`config.mk`:
```
export PLATFORM = sky130hd
export DESIGN_NAME = up_down_counter_param
export DESIGN_NICKNAME = d
export VERILOG_FILES = /design/src/rtl/udc_pkg.sv /design/src/rtl/udc_next_calc.sv /design/src/rtl/up_down_counter_param.sv
export SDC_FILE = /design/constraint.sdc
export NUM_CORES = 1
export LEC_CHECK = 0
export ABC_AREA = 1
export CAP_MARGIN = 10
export CORE_MARGIN = 5
export CORE_UTILIZATION = 30
export DETAILED_ROUTE_END_ITERATION = 10
export GPL_ROUTABILITY_DRIVEN = 0
export GPL_TIMING_DRIVEN = 1
export PLACE_DENSITY = 0.58
export SLEW_MARGIN = 20
export SYNTH_ARGS = -nofsm -noshare
export SYNTH_HDL_FRONTEND = slang
export SYNTH_HIERARCHICAL = 1
export SYNTH_SLANG_ARGS = --single-unit
```
`constraint.sdc`:
```
create_clock -name clk -period 1.71 [get_ports clk]
set_input_delay 0.342 -clock clk [delete_from_list [all_inputs] [get_ports clk]]
set_output_delay 0.342 -clock clk [all_outputs]
set_load 0.05 [all_outputs]
```
`src/rtl/udc_pkg.sv`:
```
// rtl/udc_pkg.sv - shared constants and range clamp helper for up_down_counter_param
package udc_pkg;

  localparam logic DIR_UP    = 1'b1;
  localparam logic DIR_DOWN  = 1'b0;
  localparam logic MODE_WRAP = 1'b0;
  localparam logic MODE_SAT  = 1'b1;

  // Wide enough for any supported WIDTH, so callers just zero-extend and truncate back.
  function automatic logic [63:0] clamp_to_range(input logic [63:0] v,
                                                 input logic [63:0] lo,
                                                 input logic [63:0] hi);
    logic [63:0] r;
    r = v;
    if (v < lo) r = lo;
    else if (v > hi) r = hi;
    return r;
  endfunction

endpackage

```
`src/rtl/udc_next_calc.sv`:
```
// rtl/udc_next_calc.sv - combinational next-count and overflow/underflow calculation
module udc_next_calc
  import udc_pkg::*;
#(
  parameter int unsigned WIDTH   = 4,
  parameter int unsigned STEP_W  = 2,
  parameter int unsigned MIN_VAL = 0,
  parameter int unsigned MAX_VAL = 15
) (
  input  logic [WIDTH-1:0]  count,
  input  logic [STEP_W-1:0] step,
  input  logic              d,
  input  logic              sat_mode,
  output logic [WIDTH-1:0]  next_count,
  output logic              ovf_n,
  output logic              unf_n
);

  // Two guard bits: one for carry past MAX_VAL, one for sign below MIN_VAL.
  localparam int unsigned AW = ((WIDTH > STEP_W) ? WIDTH : STEP_W) + 2;
  localparam logic signed [AW-1:0] MIN_S = AW'(MIN_VAL);
  localparam logic signed [AW-1:0] MAX_S = AW'(MAX_VAL);
  localparam logic signed [AW-1:0] R_S   = MAX_S - MIN_S + AW'(1);

  logic signed [AW-1:0] cnt_s;
  logic signed [AW-1:0] stp_s;
  logic signed [AW-1:0] sum_s;
  logic signed [AW-1:0] res_s;

  assign cnt_s = AW'(count);
  assign stp_s = AW'(step);

  always_comb begin
    sum_s = cnt_s;
    res_s = cnt_s;
    ovf_n = 1'b0;
    unf_n = 1'b0;
    case (d)
      DIR_UP: begin
        sum_s = cnt_s + stp_s;
        if (sum_s > MAX_S) begin
          ovf_n = 1'b1;
          res_s = (sat_mode == MODE_WRAP) ? (sum_s - R_S) : MAX_S;
        end else begin
          res_s = sum_s;
        end
      end
      DIR_DOWN: begin
        sum_s = cnt_s - stp_s;
        if (sum_s < MIN_S) begin
          unf_n = 1'b1;
          res_s = (sat_mode == MODE_SAT) ? MIN_S : (sum_s + R_S);
        end else begin
          res_s = sum_s;
        end
      end
    endcase
    next_count = res_s[WIDTH-1:0];
  end

endmodule

```
`src/rtl/up_down_counter_param.sv`:
```
// rtl/up_down_counter_param.sv - bounded up/down counter; UDC_STICKY_EN adds sticky ovf/unf flags
module up_down_counter_param
  import udc_pkg::*;
#(
  parameter int unsigned WIDTH   = 4,
  parameter int unsigned STEP_W  = 2,
  parameter int unsigned MIN_VAL = 0,
  parameter int unsigned MAX_VAL = 15,
  parameter int unsigned RST_VAL = 0
) (
  input  logic              clk,
  input  logic              rst,
  input  logic              en,
  input  logic              d,
  input  logic              sat_mode,
  input  logic [STEP_W-1:0] step,
  input  logic              load,
  input  logic [WIDTH-1:0]  load_val,
  output logic [WIDTH-1:0]  count,
  output logic              ovf,
  output logic              unf,
  output logic              at_max,
  output logic              at_min
`ifdef UDC_STICKY_EN
  ,
  input  logic              sticky_clr,
  output logic              ovf_sticky,
  output logic              unf_sticky
`endif
);

  logic [WIDTH-1:0] calc_count;
  logic [WIDTH-1:0] load_clamped;
  logic [WIDTH-1:0] count_d;
  logic             calc_ovf;
  logic             calc_unf;
  logic             ovf_d;
  logic             unf_d;

  udc_next_calc #(
    .WIDTH  (WIDTH),
    .STEP_W (STEP_W),
    .MIN_VAL(MIN_VAL),
    .MAX_VAL(MAX_VAL)
  ) u_next_calc (
    .count     (count),
    .step      (step),
    .d         (d),
    .sat_mode  (sat_mode),
    .next_count(calc_count),
    .ovf_n     (calc_ovf),
    .unf_n     (calc_unf)
  );

  assign load_clamped = WIDTH'(clamp_to_range(64'(load_val), 64'(MIN_VAL), 64'(MAX_VAL)));

  always_comb begin
    count_d = count;
    ovf_d   = 1'b0;
    unf_d   = 1'b0;
    if (load) begin
      count_d = load_clamped;
    end else if (en) begin
      count_d = calc_count;
      ovf_d   = calc_ovf;
      unf_d   = calc_unf;
    end
  end

  always_ff @(posedge clk or posedge rst) begin
    if (rst) begin
      count <= WIDTH'(RST_VAL);
      ovf   <= 1'b0;
      unf   <= 1'b0;
    end else begin
      count <= count_d;
      ovf   <= ovf_d;
      unf   <= unf_d;
    end
  end

  assign at_max = (count == WIDTH'(MAX_VAL));
  assign at_min = (count == WIDTH'(MIN_VAL));

`ifdef UDC_STICKY_EN
  // Set takes precedence over a simultaneous clear.
  always_ff @(posedge clk or posedge rst) begin
    if (rst) begin
      ovf_sticky <= 1'b0;
      unf_sticky <= 1'b0;
    end else begin
      ovf_sticky <= ovf_d | (ovf_sticky & ~sticky_clr);
      unf_sticky <= unf_d | (unf_sticky & ~sticky_clr);
    end
  end
`endif

  step_in_range: assert property (@(posedge clk) disable iff (rst)
    (en && !load) |-> (64'(step) <= (64'(MAX_VAL) - 64'(MIN_VAL) + 64'd1)));

endmodule

```
Yosys cells after proc, flatten, opt, wreduce, memory -nomap -nowiden

Index checks and enable logic that the tools add are counted.

Register bits: 6
Bits of input ports: 12
Output and inout port bits: 8
Word-level logic and storage cells: 28

Add/subtract/negate cells: 4
$lt $le $gt $ge: 2
Eq/ne operators: 1
Multiplexer cells: 15
Bitwise gates (word level): 1
Reduce and logical (&&, ||, !) cells: 2

Operators by type and width:

| kind                                               | number |
|---|---|
| two-way mux 4 bit                                  | 6 |
| two-way mux 1 bit                                  | 8 |
| one-hot mux 4 bit (2 select lines)                 | 1 |
| adder 4 x 2 -> 5 bit                               | 1 |
| > comparator 5 x 4 -> 1 bit, second input constant | 1 |
| < comparator 5 x 1 -> 1 bit, second input constant | 1 |
| subtractor 4 x 2 -> 5 bit                          | 1 |
| adder 4 x 1 -> 4 bit, second input constant        | 1 |
| == test 4 bit, second input constant               | 1 |
| logical NOT 4 bit                                  | 1 |
| subtractor 4 x 1 -> 4 bit, second input constant   | 1 |
| nonzero test 2 bit                                 | 1 |
| inverter 1 bit                                     | 1 |

Logic depth before layout (Yosys ltp)

Gate-level depths: netlist (run 1).

Depth in word-level cells: 7
Gate-level depth with buffers: 11
Depth with buffers taken out: 11

Modules after synthesis

The synthesis (run 1) kept the hierarchy.

Modules (own cells, without submodules):

| module                | times used | cells an instance | area each (um2) | seq. area each (um2) |
|---|---|---|---|---|
| udc_next_calc         | 1          | 50                | 299.0           | 0.0 |
| up_down_counter_param | 1          | 36                | 290.3           | 150.1 |

Worst setup path after synthesis (run 1)

OpenSTA, ideal clock, no wires.

Path type: register to output
From: register count[1]
To: output at_max
Arrival: 1.960 ns
Required time: 1.368 ns
Slack: -0.592 ns
Cell stages (with the launch flop): 3
Path buffers: 0
Cells stage by stage: dfrtp_1 -> inv_1 -> nor3_1

Longest elaborated chain between the ends: 1

RTL lines:

| item                   | line                        | RTL |
|---|---|---|
| start, declared        | up_down_counter_param.sv:19 | `output logic [WIDTH-1:0] count,` |
| start signal, assigned | up_down_counter_param.sv:72 | `count <= WIDTH'(RST_VAL);` |
| start signal, assigned | up_down_counter_param.sv:76 | `count <= count_d;` |
| == test 4 bit          | up_down_counter_param.sv:82 | `assign at_max = (count == WIDTH'(MAX_VAL));` |
| end, declared          | up_down_counter_param.sv:22 | `output logic at_max,` |

No other way between the ends.

Worst setup path after layout (run 1)

From: register count[0]
To: register count[3]

Longest elaborated chain between the ends: 7
Elaborated cells between the ends (all ways): 13
Those cells by class: 4 x add/sub; 2 x order compare; 7 x mux

RTL lines:

| item                                                              | line                                     | RTL |
|---|---|---|
| subtractor 4 x 2 -> 5 bit or adder 4 x 2 -> 5 bit (tied branches) | udc_next_calc.sv:49, udc_next_calc.sv:40 |  |
| adder 4 x 1 -> 4 bit or subtractor 4 x 1 -> 4 bit (tied branches) | udc_next_calc.sv:52, udc_next_calc.sv:43 |  |
| two-way mux 4 bit (on tied branches)                              | udc_next_calc.sv:52, udc_next_calc.sv:43 |  |
| two-way mux 4 bit (on tied branches)                              | udc_next_calc.sv:50, udc_next_calc.sv:41 |  |
| one-hot mux 4 bit (2 select lines) *                              | udc_next_calc.sv:38                      | `case (d)` |
| via calc_count[3]                                                 | up_down_counter_param.sv:32              | `logic [WIDTH-1:0] calc_count;` |
| two-way mux 4 bit *                                               | up_down_counter_param.sv:63              | `end else if (en) begin` |
| two-way mux 4 bit *                                               | up_down_counter_param.sv:61              | `if (load) begin` |

Mark *: on every way through the listed nets, which the timed path passes. The rest lies on a longest branch. The select of a mux whose other input is x is not followed.
A chain may end at the register's enable or synchronous reset.

==> tab_implementation.tex, run 1 <==
\begin{tabular}{lr}
\hline
Metric & Value \\
\hline
\multicolumn{2}{l}{\textbf{Placed design}} \\
Placed cell areas & between 900 and 1000 sq um \\
Port buffer count & 19 \\
HPWL reported at the end of detailed placement & between 1000 and 1500 um \\
\multicolumn{2}{l}{\textbf{Worst setup path}} \\
Data arrival time of the critical path & $\sim$1.8 ns \\
Crit path cell chain & buf\_6 -> ha\_4 -> fa\_2 -> nand3\_2 -> nor2\_2 -> nand2\_1 -> nand3\_1 -> nand3\_1 -> nand3\_1 \\
CP peak stage delay & 0.41 ns \\
Critical path required time & approximately 1.8 ns \\
Startpoint Class & flop \\
Worst-path cell with the longest stage delay & sky130\_fd\_sc\_hd\_\_dfrtp\_2 \\
Reg2Reg Setup Slack & roughly 0.015 ns \\
R2R cell count & 9 \\
Crit path kind & flop to flop \\
Sort of element at the end of the critical path & flop \\
Largest driver fanout on the critical path & 4 \\
Dominant cell type by count on the critical path & sky130\_fd\_sc\_hd\_\_nand3\_1 \\
\multicolumn{2}{l}{\textbf{Layout}} \\
Area Overhead vs Synth & 70.9\% \\
Nets@finish & approximately 140 \\
Ant diodes & 0 \\
Post-Layout Inst Area & $\sim$1000 sq um \\
Filler Cells Inserted & between 150 and 200 \\
Commonest cells after routing, fill and taps aside & sky130\_fd\_sc\_hd\_\_nand2\_1 (27), sky130\_fd\_sc\_hd\_\_nand3\_1 (12), sky130\_fd\_sc\_hd\_\_buf\_4 (11) \\
Most common cell after layout, fill and taps aside & sky130\_fd\_sc\_hd\_\_nand2\_1 \\
Proportion of layout cells with a drive suffix above 1 & 0.371 \\
\multicolumn{2}{l}{\textbf{Floorplan}} \\
Vertical die dimension & roughly 54 um \\
Starting density of the core & 0.307 \\
Die outline width & $\sim$54 um \\
DIE AREA & around 3000 sq um \\
\# rows & 16 \\
Number of top-level pins & 20 \\
Floorplan Core Area & a little under 2000 sq um \\
\multicolumn{2}{l}{\textbf{STA}} \\
Worst-case headroom to the max-slew limit & 0.763 \\
Post-route minimum period & roughly 1.7 ns \\
Worst-case clock skew & 0.00978 ns \\
RSZ-0062 raised after global routing & yes \\
Final count of hold timing violations & 0 \\
Setup-violating endpoint count in the final report & 0 \\
Worst slew pin tran & between 0.3 and 0.4 ns \\
Pins over their slew limit & 0 \\
Final worst-path cycle share & 0.991 \\
Post-Route Setup TNS & 0 ns \\
Highest attainable clock frequency & 590 MHz \\
\multicolumn{2}{l}{\textbf{Logic synthesis}} \\
Post-Synth Adder-Cell Area & 0.153 \\
Number of synthesized register bits & 6 \\
Number of instances in the synthesized netlist & between 80 and 90 \\
Mean area per synthesized cell & approximately 7 sq um \\
Post-synthesis mux area share & 0 \\
Unique cell type count in the Yosys netlist & 16 \\
Post-synthesis share of cell area spent on xor and xnor gates & 0 \\
Area of the mapped netlist & roughly 600 sq um \\
Share of synthesized area occupied by flip-flops and latches & 0.255 \\
Combinational family with the most area after synthesis & simple AND/OR/NAND/NOR gates \\
Synth Warn \# & 6 \\
Complex-gate fraction of the synthesized area & 0.0658 \\
Simple-gate share of the synthesized area & 0.412 \\
Synth Net Count & approximately 100 \\
\multicolumn{2}{l}{\textbf{Global route}} \\
Via count of the first global-routing pass & roughly 630 \\
Antenna violations before repair & 0 \\
Maximum number of pins on one net before global-route repair & 9 \\
Overall overflow remaining after global route & 0 \\
Total GRT Usage & 0.118 \\
Wire length of the first global-routing pass & 2530 um \\
\multicolumn{2}{l}{\textbf{Clocking}} \\
CTS tree & built \\
Latest clock arrival within the worst-skew pair & 0.25 ns \\
CTS Buffer Depth & 2 \\
CTS root buf & sky130\_fd\_sc\_hd\_\_clkbuf\_4 \\
H-tree depth reported by CTS & 1 \\
Clock slew seen by the registers of the worst setup and hold paths & roughly 0.050 ns \\
Number of CTS-inserted buffers & 3 \\
Clock Sink Count & 6 \\
Count of hold-fix buffers inserted at cts & 0 \\
\multicolumn{2}{l}{\textbf{Drt}} \\
Total wirelength of the detailed-routed design & roughly 1500 um \\
Average wire per cell in the routed design & roughly 11 um \\
Residual DRC count & 0 \\
Post-detailed-route count of antenna-violating nets & 0 \\
Vias per Instance & $\sim$4.6 \\
Initial detailed-routing violation count & 7 \\
TritonRoute pass-1 iters & 4 \\
Total vias in the final route & 653 \\
\multicolumn{2}{l}{\textbf{Power}} \\
Power Density & roughly 680 nW/um\^{}2 \\
Static Leakage & roughly 0.48 nW \\
Worst voltage drop across the vdd grid & 0.452 mV \\
\multicolumn{2}{l}{\textbf{Min path}} \\
Min-Delay Path Class & input pin to asynchronous set/reset pin \\
\multicolumn{2}{l}{\textbf{Job}} \\
Number of maximum-capacitance violations & 0 \\
\multicolumn{2}{l}{\textbf{Run status}} \\
Run status & finished, final reports clean \\
\hline
\end{tabular}
-- registers in the layout, indices dropped and copies added, names as in the netlist --
name and flops:
ovf 1, count 4, unf 1
-- through the flow --
step | power (mW) | std cells | utilization | hold slack, ns | setup slack (ns)
6_report | 0.690 | 143 | 0.524 | 0.304 | 0.0151
5_1_grt | 0.743 | 143 | 0.524 | 0.338 | -0.0837
4_1_cts | 0.671 | 139 | 0.495 | 0.303 | -0.00908
3_5_place_dp | 0.517 | 135 | 0.477 | 0.572 | -0.406
3_3_place_gp | 0.514 | 135 | 0.477 | 0.576 | -0.366
2_1_floorplan | 0.379 | 86 | - | 0.133 | -0.0569
-- where the power goes --
| part | leakage, nW | internal, mW | total [mW] | switching [mW] |
|---|---|---|---|---|
| clock | 0.0150 | 0.0884 | 0.140 | 0.0515 |
| sequential | 0.0732 | 0.157 | 0.186 | 0.0294 |
| combinational | 0.387 | 0.171 | 0.364 | 0.193 |
| total | 0.475 | 0.416 | 0.690 | 0.274 |
-- cell type report --
class	count	area (sq um)	area share
Tap cell	27	33.8	0.0335
Multi-Input combinational cell	66	443	0.440
Clock buffer	4	26.3	0.0261
Inverter	12	45.0	0.0447
Sequential cell	6	154	0.153
Timing Repair Buffer	28	305	0.303
-- path summary, 6_finish.rpt --
| path | from | endpoint |
|---|---|---|
| worst max-delay path | count[0] | count[3] |
| worst min-delay path | rst | count[2] |
| worst max register to register | count[0] | count[3] |
| worst min register to register | count[1] | count[1] |
| max in group asynchronous | rst | count[0] |
| min in group clk | count[1] | count[1] |
-- cells by family (layout without fill, tap and decap cells) --
family          Yosys count  count (layout)
buf+inv                  14              44
flops                     6               6
compound gates            7               7
simple gates             53              53
fa+ha+maj                 6               6
-- synth_stat cells --
master / count / area (sq um)
sky130_fd_sc_hd__a21oi_1: 2 / 10.0
sky130_fd_sc_hd__o21ai_0: 3 / 15.0
sky130_fd_sc_hd__dfrtp_1: 6 / 150
sky130_fd_sc_hd__nand3_2: 1 / 10.0
sky130_fd_sc_hd__nand3_1: 13 / 65.1
sky130_fd_sc_hd__ha_1: 4 / 50.1
sky130_fd_sc_hd__a21oi_2: 1 / 8.76
sky130_fd_sc_hd__o21ai_1: 1 / 5.00
sky130_fd_sc_hd__nand2_1: 27 / 101
sky130_fd_sc_hd__fa_1: 2 / 40.0
sky130_fd_sc_hd__nor2_2: 1 / 6.26
sky130_fd_sc_hd__nor3_1: 3 / 15.0
sky130_fd_sc_hd__buf_6: 2 / 22.5
sky130_fd_sc_hd__inv_1: 12 / 45.0
sky130_fd_sc_hd__nor2_4: 2 / 22.5
sky130_fd_sc_hd__nor2_1: 6 / 22.5
-- timing repair --
item,in CTS,in global routing
gates resized for setup,6,9
endpoints found under the setup margin,5,7
buffers inserted,0,4
pin swaps,9,6
-- layer usage --
metal | track usage | vias to the layer above | share of wire | wire length [um]
met1 | 0.141 | 299 | 0.42 | 637
met4 | 0.0290 | 0 | 0 | 0
met5 | 0 | - | 0 | 0
li1 | - | 330 | - | -
met2 | 0.205 | 24 | 0.52 | 792
met3 | 0.0354 | 0 | 0.054 | 81
-- critical path, delay by kind of cell (launching register included) --
kind | cells | cell delay, ns
and+or+nand+nor | 6 | 0.50
DFF | 1 | 0.41
adders and majority gates | 2 | 0.52
buffers and inverters | 1 | 0.13
Note: power is estimated with default switching activity, not from simulation.
==> inputs of run 2 (changes only) <==
--- a/config.mk
+++ b/config.mk
@@ -12,7 +12,6 @@
 export DETAILED_ROUTE_END_ITERATION = 10
 export GPL_ROUTABILITY_DRIVEN = 0
 export GPL_TIMING_DRIVEN = 1
-export PLACE_DENSITY = 0.58
 export SLEW_MARGIN = 20
 export SYNTH_ARGS = -nofsm -noshare
 export SYNTH_HDL_FRONTEND = slang
==> tab_implementation.tex, run 2 (synthesized netlist as in run 1, its figures left out) <==
\begin{tabular}{lr}
\hline
Metric & Value \\
\hline
\multicolumn{2}{l}{\textbf{Clocking}} \\
Count of hold-fix buffers inserted at cts & 0 (unchanged) \\
CTS Buffer Depth & 2 (unchanged) \\
Clock Sink Count & 6 (unchanged) \\
Latest clock arrival within the worst-skew pair & 0.26 ns (about the same) \\
Number of CTS-inserted buffers & 3 (unchanged) \\
H-tree depth reported by CTS & 1 (unchanged) \\
CTS tree & built \\
CTS root buf & sky130\_fd\_sc\_hd\_\_clkbuf\_4 \\
Clock slew seen by the registers of the worst setup and hold paths & 0.05 ns (about the same) \\
\multicolumn{2}{l}{\textbf{STA}} \\
Worst-case clock skew & 0.0140 ns (+0.00417 ns) \\
Worst slew pin tran & 0.323 ns (-0.0327 ns) \\
Worst-case headroom to the max-slew limit & 0.784 (+0.0211) \\
Post-route minimum period & 1.69 ns (-0.00528 ns) \\
RSZ-0062 raised after global routing & yes \\
Final worst-path cycle share & 0.988 (-0.00309) \\
Highest attainable clock frequency & 592 MHz (+0.31\%) \\
Final count of hold timing violations & 0 (unchanged) \\
Pins over their slew limit & 0 (unchanged) \\
Setup-violating endpoint count in the final report & 0 (unchanged) \\
\multicolumn{2}{l}{\textbf{Worst setup path}} \\
Largest driver fanout on the critical path & 4 (unchanged) \\
Data arrival time of the critical path & 1.83 ns (+0.02 ns) \\
Reg2Reg Setup Slack & 0.02 ns (about the same) \\
Sort of element at the end of the critical path & flop \\
Startpoint Class & flop \\
Critical path required time & 1.85 ns (+0.02 ns) \\
R2R cell count & 9 (unchanged) \\
Reg2Reg Launch Point & count[0] \\
Reg-to-reg critical path endpoint & count[1] \\
Crit path kind & flop to flop \\
\multicolumn{2}{l}{\textbf{Power}} \\
Power Density & 691 nW/um\^{}2 (+0.88\%) \\
Final total power & 684 uW (-0.75\%) \\
Static Leakage & 0.461 nW (-3.0\%) \\
Net switching power & 276 uW (+0.75\%) \\
Internal Dissipation & 408 uW (-1.7\%) \\
Clock share of power & 0.212 (+0.009) \\
Worst voltage drop across the vdd grid & 0.367 mV (-19\%) \\
Reg power frac & 0.280 (+0.010) \\
Combinational group share of total power & 0.508 (-0.020) \\
Switching power as a share of total power & 0.403 (+0.00599) \\
\multicolumn{2}{l}{\textbf{Layout}} \\
Top flop regs & count x4, ovf x1, unf x1 \\
Flip-flop count of the largest register, all copies and words added & 4 (unchanged) \\
Nets@finish & 133 (-1.5\%) \\
Ant diodes & 0 (unchanged) \\
Core utilization of the finished layout & 0.516 (-0.00846) \\
Non-Filler Instances & 141 (-1.4\%) \\
Most common cell after layout, fill and taps aside & sky130\_fd\_sc\_hd\_\_nand2\_1 \\
Commonest cells after routing, fill and taps aside & sky130\_fd\_sc\_hd\_\_nand2\_1 (27), sky130\_fd\_sc\_hd\_\_nand3\_1 (13), sky130\_fd\_sc\_hd\_\_clkdlybuf4s50\_1 (9), sky130\_fd\_sc\_hd\_\_buf\_4 (9), sky130\_fd\_sc\_hd\_\_inv\_1 (7) \\
Proportion of layout cells with a drive suffix above 1 & 0.351 (-0.0198) \\
Filler Cells Inserted & 205 (+5.7\%) \\
Area Overhead vs Synth & 68.2\% \\
Most flops, register & count \\
\multicolumn{2}{l}{\textbf{Floorplan}} \\
Vertical die dimension & 54.3 um (unchanged) \\
\# rows & 16 (unchanged) \\
DIE AREA & 2950 sq um (unchanged) \\
Floorplan Core Area & 1920 sq um (unchanged) \\
Die outline width & 54.3 um (unchanged) \\
Starting density of the core & 0.307 (unchanged) \\
Number of top-level pins & 20 (unchanged) \\
\multicolumn{2}{l}{\textbf{Drt}} \\
Residual DRC count & 0 (unchanged) \\
Average wire per cell in the routed design & 10.7 um (+1.2\%) \\
Post-detailed-route count of antenna-violating nets & 0 (unchanged) \\
Initial detailed-routing violation count & 7 (unchanged) \\
Vias per Instance & 4.53 (-0.76\%) \\
Total wirelength of the detailed-routed design & 1510 um (-0.20\%) \\
Total vias in the final route & 639 (-2.1\%) \\
TritonRoute pass-1 iters & 4 (unchanged) \\
\multicolumn{2}{l}{\textbf{Global route}} \\
Total GRT Usage & 0.119 (+0.00107) \\
Maximum number of pins on one net before global-route repair & 11 (+2) \\
Via count of the first global-routing pass & 646 (+3.4\%) \\
Busiest layer in global routing & met2 \\
Wire length of the first global-routing pass & 2550 um (+0.55\%) \\
Met3 demand-to-capacity share in global routing & 0.0245 (-0.0109) \\
Antenna violations before repair & 0 (unchanged) \\
Met2 track demand over resource in global routing & 0.205 (unchanged) \\
Overall overflow remaining after global route & 0 (unchanged) \\
Global routing usage on met1 & 0.142 (+0.00142) \\
\multicolumn{2}{l}{\textbf{Job}} \\
Number of maximum-capacitance violations & 0 (unchanged) \\
\multicolumn{2}{l}{\textbf{Placed design}} \\
Port buffer count & 19 (unchanged) \\
Number of cells after detailed placement & 135 (unchanged) \\
HPWL reported at the end of detailed placement & 1210 um (about the same) \\
\multicolumn{2}{l}{\textbf{Min path}} \\
Min-Delay Path Class & input pin to asynchronous set/reset pin \\
\multicolumn{2}{l}{\textbf{Run status}} \\
Run status & finished, final reports clean \\
\hline
\end{tabular}
## run 2: cell count changes in the layout (fill, tap and decap cells not counted), sizes merged
cell | before | now
buf | 17 | 15
## run 2: what timing repair did
action / in CTS / in global routing
cloned: 0 / 0
endpoints found under the setup margin: 5 / 7
pin swaps: 9 / 10
gates resized for setup: 6 / 9
buffers inserted: 0 / 2
## run 2: power by group through the flow
| stage | combinational, mW | clock [mW] | sequential [mW] |
|---|---|---|---|
| floorplan | 0.151 | 0 | 0.229 |
| global placement | 0.324 | 0 | 0.190 |
| detailed placement | 0.326 | 0 | 0.191 |
| CTS | 0.336 | 0.148 | 0.189 |
| global route | 0.382 | 0.159 | 0.195 |
| finish | 0.348 | 0.145 | 0.191 |
## run 2: how the worst max path moves through the flow
stage | start | endpoint | cells after the start
2_1_floorplan | count[3] | at_max | 2
3_3_place_gp | step[0] | count[1] | 10
3_5_place_dp | step[0] | count[1] | 10
4_1_cts | count[0] | count[3] | 10
5_1_grt | count[0] | count[1] | 9
6_report | count[0] | count[1] | 9
## run 2: worst max-delay path, cell delays in order (launching register included)
cell and delay [ns]:
sky130_fd_sc_hd__dfrtp_2 0.41, sky130_fd_sc_hd__buf_6 0.13, sky130_fd_sc_hd__ha_4 0.16, sky130_fd_sc_hd__fa_2 0.39, sky130_fd_sc_hd__nand3_2 0.08, sky130_fd_sc_hd__nor2_2 0.05, sky130_fd_sc_hd__o21ai_1 0.13, sky130_fd_sc_hd__nand2_1 0.08
sky130_fd_sc_hd__nand3_1 0.08, sky130_fd_sc_hd__nand3_1 0.07
## run 2: final cells by class
cell class,count,area (sq um),share of cell area
clock buffer,4,26.3,0.0265
tap,27,33.8,0.0341
timing repair buffer,26,290,0.293
inverter,12,45.0,0.0455
sequential,6,155,0.157
multi-input combinational,66,440,0.444
## run 2: layer usage
layer,vias to the layer above,part of all wire
met5,-,0
met4,0,0.024
met3,4,0.058
met2,22,0.48
met1,285,0.43
li1,328,-
## run 2: stage by stage
stage / hold WS (ns) / setup TNS (ns) / worst slack (ns) / instance area, sq um
after floorplan: 0.133 / -0.0947 / -0.0569 / 634
after global placement: 0.575 / -1.71 / -0.368 / 916
after detailed placement: 0.573 / -1.80 / -0.378 / 916
after CTS: 0.301 / 0 / 0.00940 / 951
after global routing: 0.320 / -0.235 / -0.0818 / 991
final: 0.298 / 0 / 0.0204 / 991
==> inputs of run 3 (changes only) <==
--- a/config.mk
+++ b/config.mk
@@ -7,7 +7,6 @@
 export LEC_CHECK = 0
 export ABC_AREA = 1
 export CAP_MARGIN = 10
-export CORE_MARGIN = 5
 export CORE_UTILIZATION = 30
 export DETAILED_ROUTE_END_ITERATION = 10
 export GPL_ROUTABILITY_DRIVEN = 0
==> tab_implementation.tex, run 3 (synthesized netlist as in run 1, its figures left out) <==
\begin{tabular}{lr}
\hline
Metric & Value \\
\hline
\multicolumn{2}{l}{\textbf{Worst setup path}} \\
Startpoint Class & flop \\
R2R cell count & 9 (unchanged) \\
Sort of element at the end of the critical path & flop \\
Data arrival time of the critical path & 1.82 ns (about the same) \\
Crit path kind & flop to flop \\
Largest driver fanout on the critical path & 3 (-1) \\
Critical path required time & 1.84 ns (about the same) \\
\multicolumn{2}{l}{\textbf{Global route}} \\
Total GRT Usage & 0.164 (+0.0451) \\
Maximum number of pins on one net before global-route repair & 10 (-1) \\
Overall overflow remaining after global route & 0 (unchanged) \\
Antenna violations before repair & 0 (unchanged) \\
Busiest layer in global routing & met2 \\
Met3 demand-to-capacity share in global routing & 0.0353 (+0.0108) \\
Global routing usage on met1 & 0.212 (+0.0694) \\
Met2 track demand over resource in global routing & 0.286 (+0.0809) \\
Via count of the first global-routing pass & 602 (-6.8\%) \\
Wire length of the first global-routing pass & 2550 um (unchanged) \\
\multicolumn{2}{l}{\textbf{Clocking}} \\
Latest clock arrival within the worst-skew pair & 0.24 ns (-0.02 ns) \\
Clock slew seen by the registers of the worst setup and hold paths & 0.05 ns (about the same) \\
CTS tree & built \\
CTS root buf & sky130\_fd\_sc\_hd\_\_clkbuf\_4 \\
Count of hold-fix buffers inserted at cts & 0 (unchanged) \\
Number of CTS-inserted buffers & 3 (unchanged) \\
Clock Sink Count & 6 (unchanged) \\
CTS Buffer Depth & 2 (unchanged) \\
H-tree depth reported by CTS & 1 (unchanged) \\
\multicolumn{2}{l}{\textbf{Power}} \\
Static Leakage & 0.479 nW (+3.9\%) \\
Switching power as a share of total power & 0.403 (about the same) \\
Internal Dissipation & 411 uW (+0.52\%) \\
Combinational group share of total power & 0.537 (+0.029) \\
Power Density & 689 nW/um\^{}2 (-0.29\%) \\
Reg power frac & 0.261 (-0.019) \\
Clock share of power & 0.202 (-0.010) \\
Net switching power & 277 uW (+0.37\%) \\
Worst voltage drop across the vdd grid & 0.470 mV (+28\%) \\
\multicolumn{2}{l}{\textbf{Drt}} \\
TritonRoute pass-1 iters & 4 (unchanged) \\
Total vias in the final route & 660 (+3.3\%) \\
Vias per Instance & 4.71 (+4.0\%) \\
Average wire per cell in the routed design & 10.9 um (+1.6\%) \\
Initial detailed-routing violation count & 10 (+3) \\
Post-detailed-route count of antenna-violating nets & 0 (unchanged) \\
Residual DRC count & 0 (unchanged) \\
Total wirelength of the detailed-routed design & 1520 um (+0.93\%) \\
\multicolumn{2}{l}{\textbf{Layout}} \\
Most flops, register & count \\
Area Overhead vs Synth & 69.4\% \\
Flip-flop count of the largest register, all copies and words added & 4 (unchanged) \\
Commonest cells after routing, fill and taps aside & sky130\_fd\_sc\_hd\_\_nand2\_1 (26), sky130\_fd\_sc\_hd\_\_buf\_4 (11), sky130\_fd\_sc\_hd\_\_nand3\_1 (10) \\
Ant diodes & 0 (unchanged) \\
Most common cell after layout, fill and taps aside & sky130\_fd\_sc\_hd\_\_nand2\_1 \\
Top flop regs & count x4, ovf x1, unf x1 \\
Nets@finish & 134 (+0.75\%) \\
Proportion of layout cells with a drive suffix above 1 & 0.374 (+0.0230) \\
\multicolumn{2}{l}{\textbf{Floorplan}} \\
Floorplan Core Area & 1780 sq um (-7.2\%) \\
Die outline width & 46.3 um (-15\%) \\
DIE AREA & 2150 sq um (-27\%) \\
Number of top-level pins & 20 (unchanged) \\
Vertical die dimension & 46.3 um (-15\%) \\
Starting density of the core & 0.331 (+0.0239) \\
\# rows & 15 (-1) \\
\multicolumn{2}{l}{\textbf{STA}} \\
Post-route minimum period & 1.69 ns (-0.000652 ns) \\
Setup-violating endpoint count in the final report & 0 (unchanged) \\
Final count of hold timing violations & 0 (unchanged) \\
RSZ-0062 raised after global routing & yes \\
Worst-case headroom to the max-slew limit & 0.787 (+0.00354) \\
Worst slew pin tran & 0.318 ns (-0.00529 ns) \\
Post-Route Hold Slack & 0.309 ns (+0.0106 ns) \\
Setup slack after layout & 0.0211 ns (+0.000652 ns) \\
Post-Route Setup TNS & 0 ns (unchanged) \\
Final worst-path cycle share & 0.988 (about the same) \\
Highest attainable clock frequency & 592 MHz (about the same) \\
Pins over their slew limit & 0 (unchanged) \\
Worst-case clock skew & 0.0105 ns (-0.00346 ns) \\
\multicolumn{2}{l}{\textbf{Placed design}} \\
Setup slack after placement & -0.449 ns (-0.0704 ns) \\
HPWL reported at the end of detailed placement & 1210 um (-0.31\%) \\
Port buffer count & 19 (unchanged) \\
\multicolumn{2}{l}{\textbf{Job}} \\
Number of maximum-capacitance violations & 0 (unchanged) \\
\multicolumn{2}{l}{\textbf{Run status}} \\
Run status & finished, final reports clean \\
\multicolumn{2}{l}{\textbf{Min path}} \\
Min-Delay Path Class & input pin to asynchronous set/reset pin \\
\hline
\end{tabular}
-- run 3: cell count changes in the layout (fill, tap and decap cells not counted), sizes merged --
cell,previous run,this run
buf,15,16
-- run 3: power by group through the flow --
stage | registers [mW] | clock network [mW] | logic, mW
finish | 0.180 | 0.139 | 0.369
global route | 0.183 | 0.155 | 0.404
CTS | 0.180 | 0.146 | 0.356
detailed placement | 0.184 | 0 | 0.343
global placement | 0.184 | 0 | 0.337
floorplan | 0.229 | 0 | 0.151
-- run 3: worst max-delay path, cell delays in order, from the launching register on --
cell,delay (ns)
sky130_fd_sc_hd__dfrtp_2,0.41
sky130_fd_sc_hd__buf_4,0.14
sky130_fd_sc_hd__ha_4,0.16
sky130_fd_sc_hd__fa_2,0.36
sky130_fd_sc_hd__nand3_2,0.10
sky130_fd_sc_hd__nor2_2,0.05
sky130_fd_sc_hd__o21ai_1,0.12
sky130_fd_sc_hd__nand2_1,0.07
sky130_fd_sc_hd__nand3_1,0.08
sky130_fd_sc_hd__nand3_1,0.08
-- run 3: cell type report --
type | instances | area, sq um
Multi-Input combinational cell | 66 | 449
Fill cell | 158 | 785
Timing Repair Buffer | 27 | 294
Tap cell | 25 | 31.3
Clock buffer | 4 | 26.3
Inverter | 12 | 45.0
Sequential cell | 6 | 153
-- run 3: worst paths after layout --
check	start	end	slack [ns]
setup reg to reg	count[0]	count[1]	0.02
setup / recovery	count[0]	count[1]	0.02
hold / removal	rst	count[2]	0.31
min in group clk	count[0]	count[0]	0.65
max in group asynchronous	rst	count[0]	1.19
hold reg to reg	count[0]	count[0]	0.65
-- run 3: through the flow --
step | cells | cell area, sq um | utilization | total power, mW
5_1_grt | 140 | 998 | 0.560 | 0.741
3_3_place_gp | 135 | 928 | 0.521 | 0.521
2_1_floorplan | 86 | 634 | - | 0.379
3_5_place_dp | 135 | 928 | 0.521 | 0.527
6_report | 140 | 998 | 0.560 | 0.688
4_1_cts | 140 | 971 | 0.545 | 0.682
-- run 3: timing repair --
action | CTS | global route
endpoints found under the setup margin | 5 | 6
buffers inserted | 1 | 0
pin swaps | 10 | 7
resized for setup | 5 | 10
hold endpoints to repair | 0 | 0
-- run 3: routing by layer --
layer | vias to the layer above | wire (um) | share of wire
met5 | - | 0 | 0
met4 | 0 | 0 | 0
met3 | 0 | 41 | 0.027
met2 | 15 | 813 | 0.53
met1 | 310 | 667 | 0.44
li1 | 335 | - | -
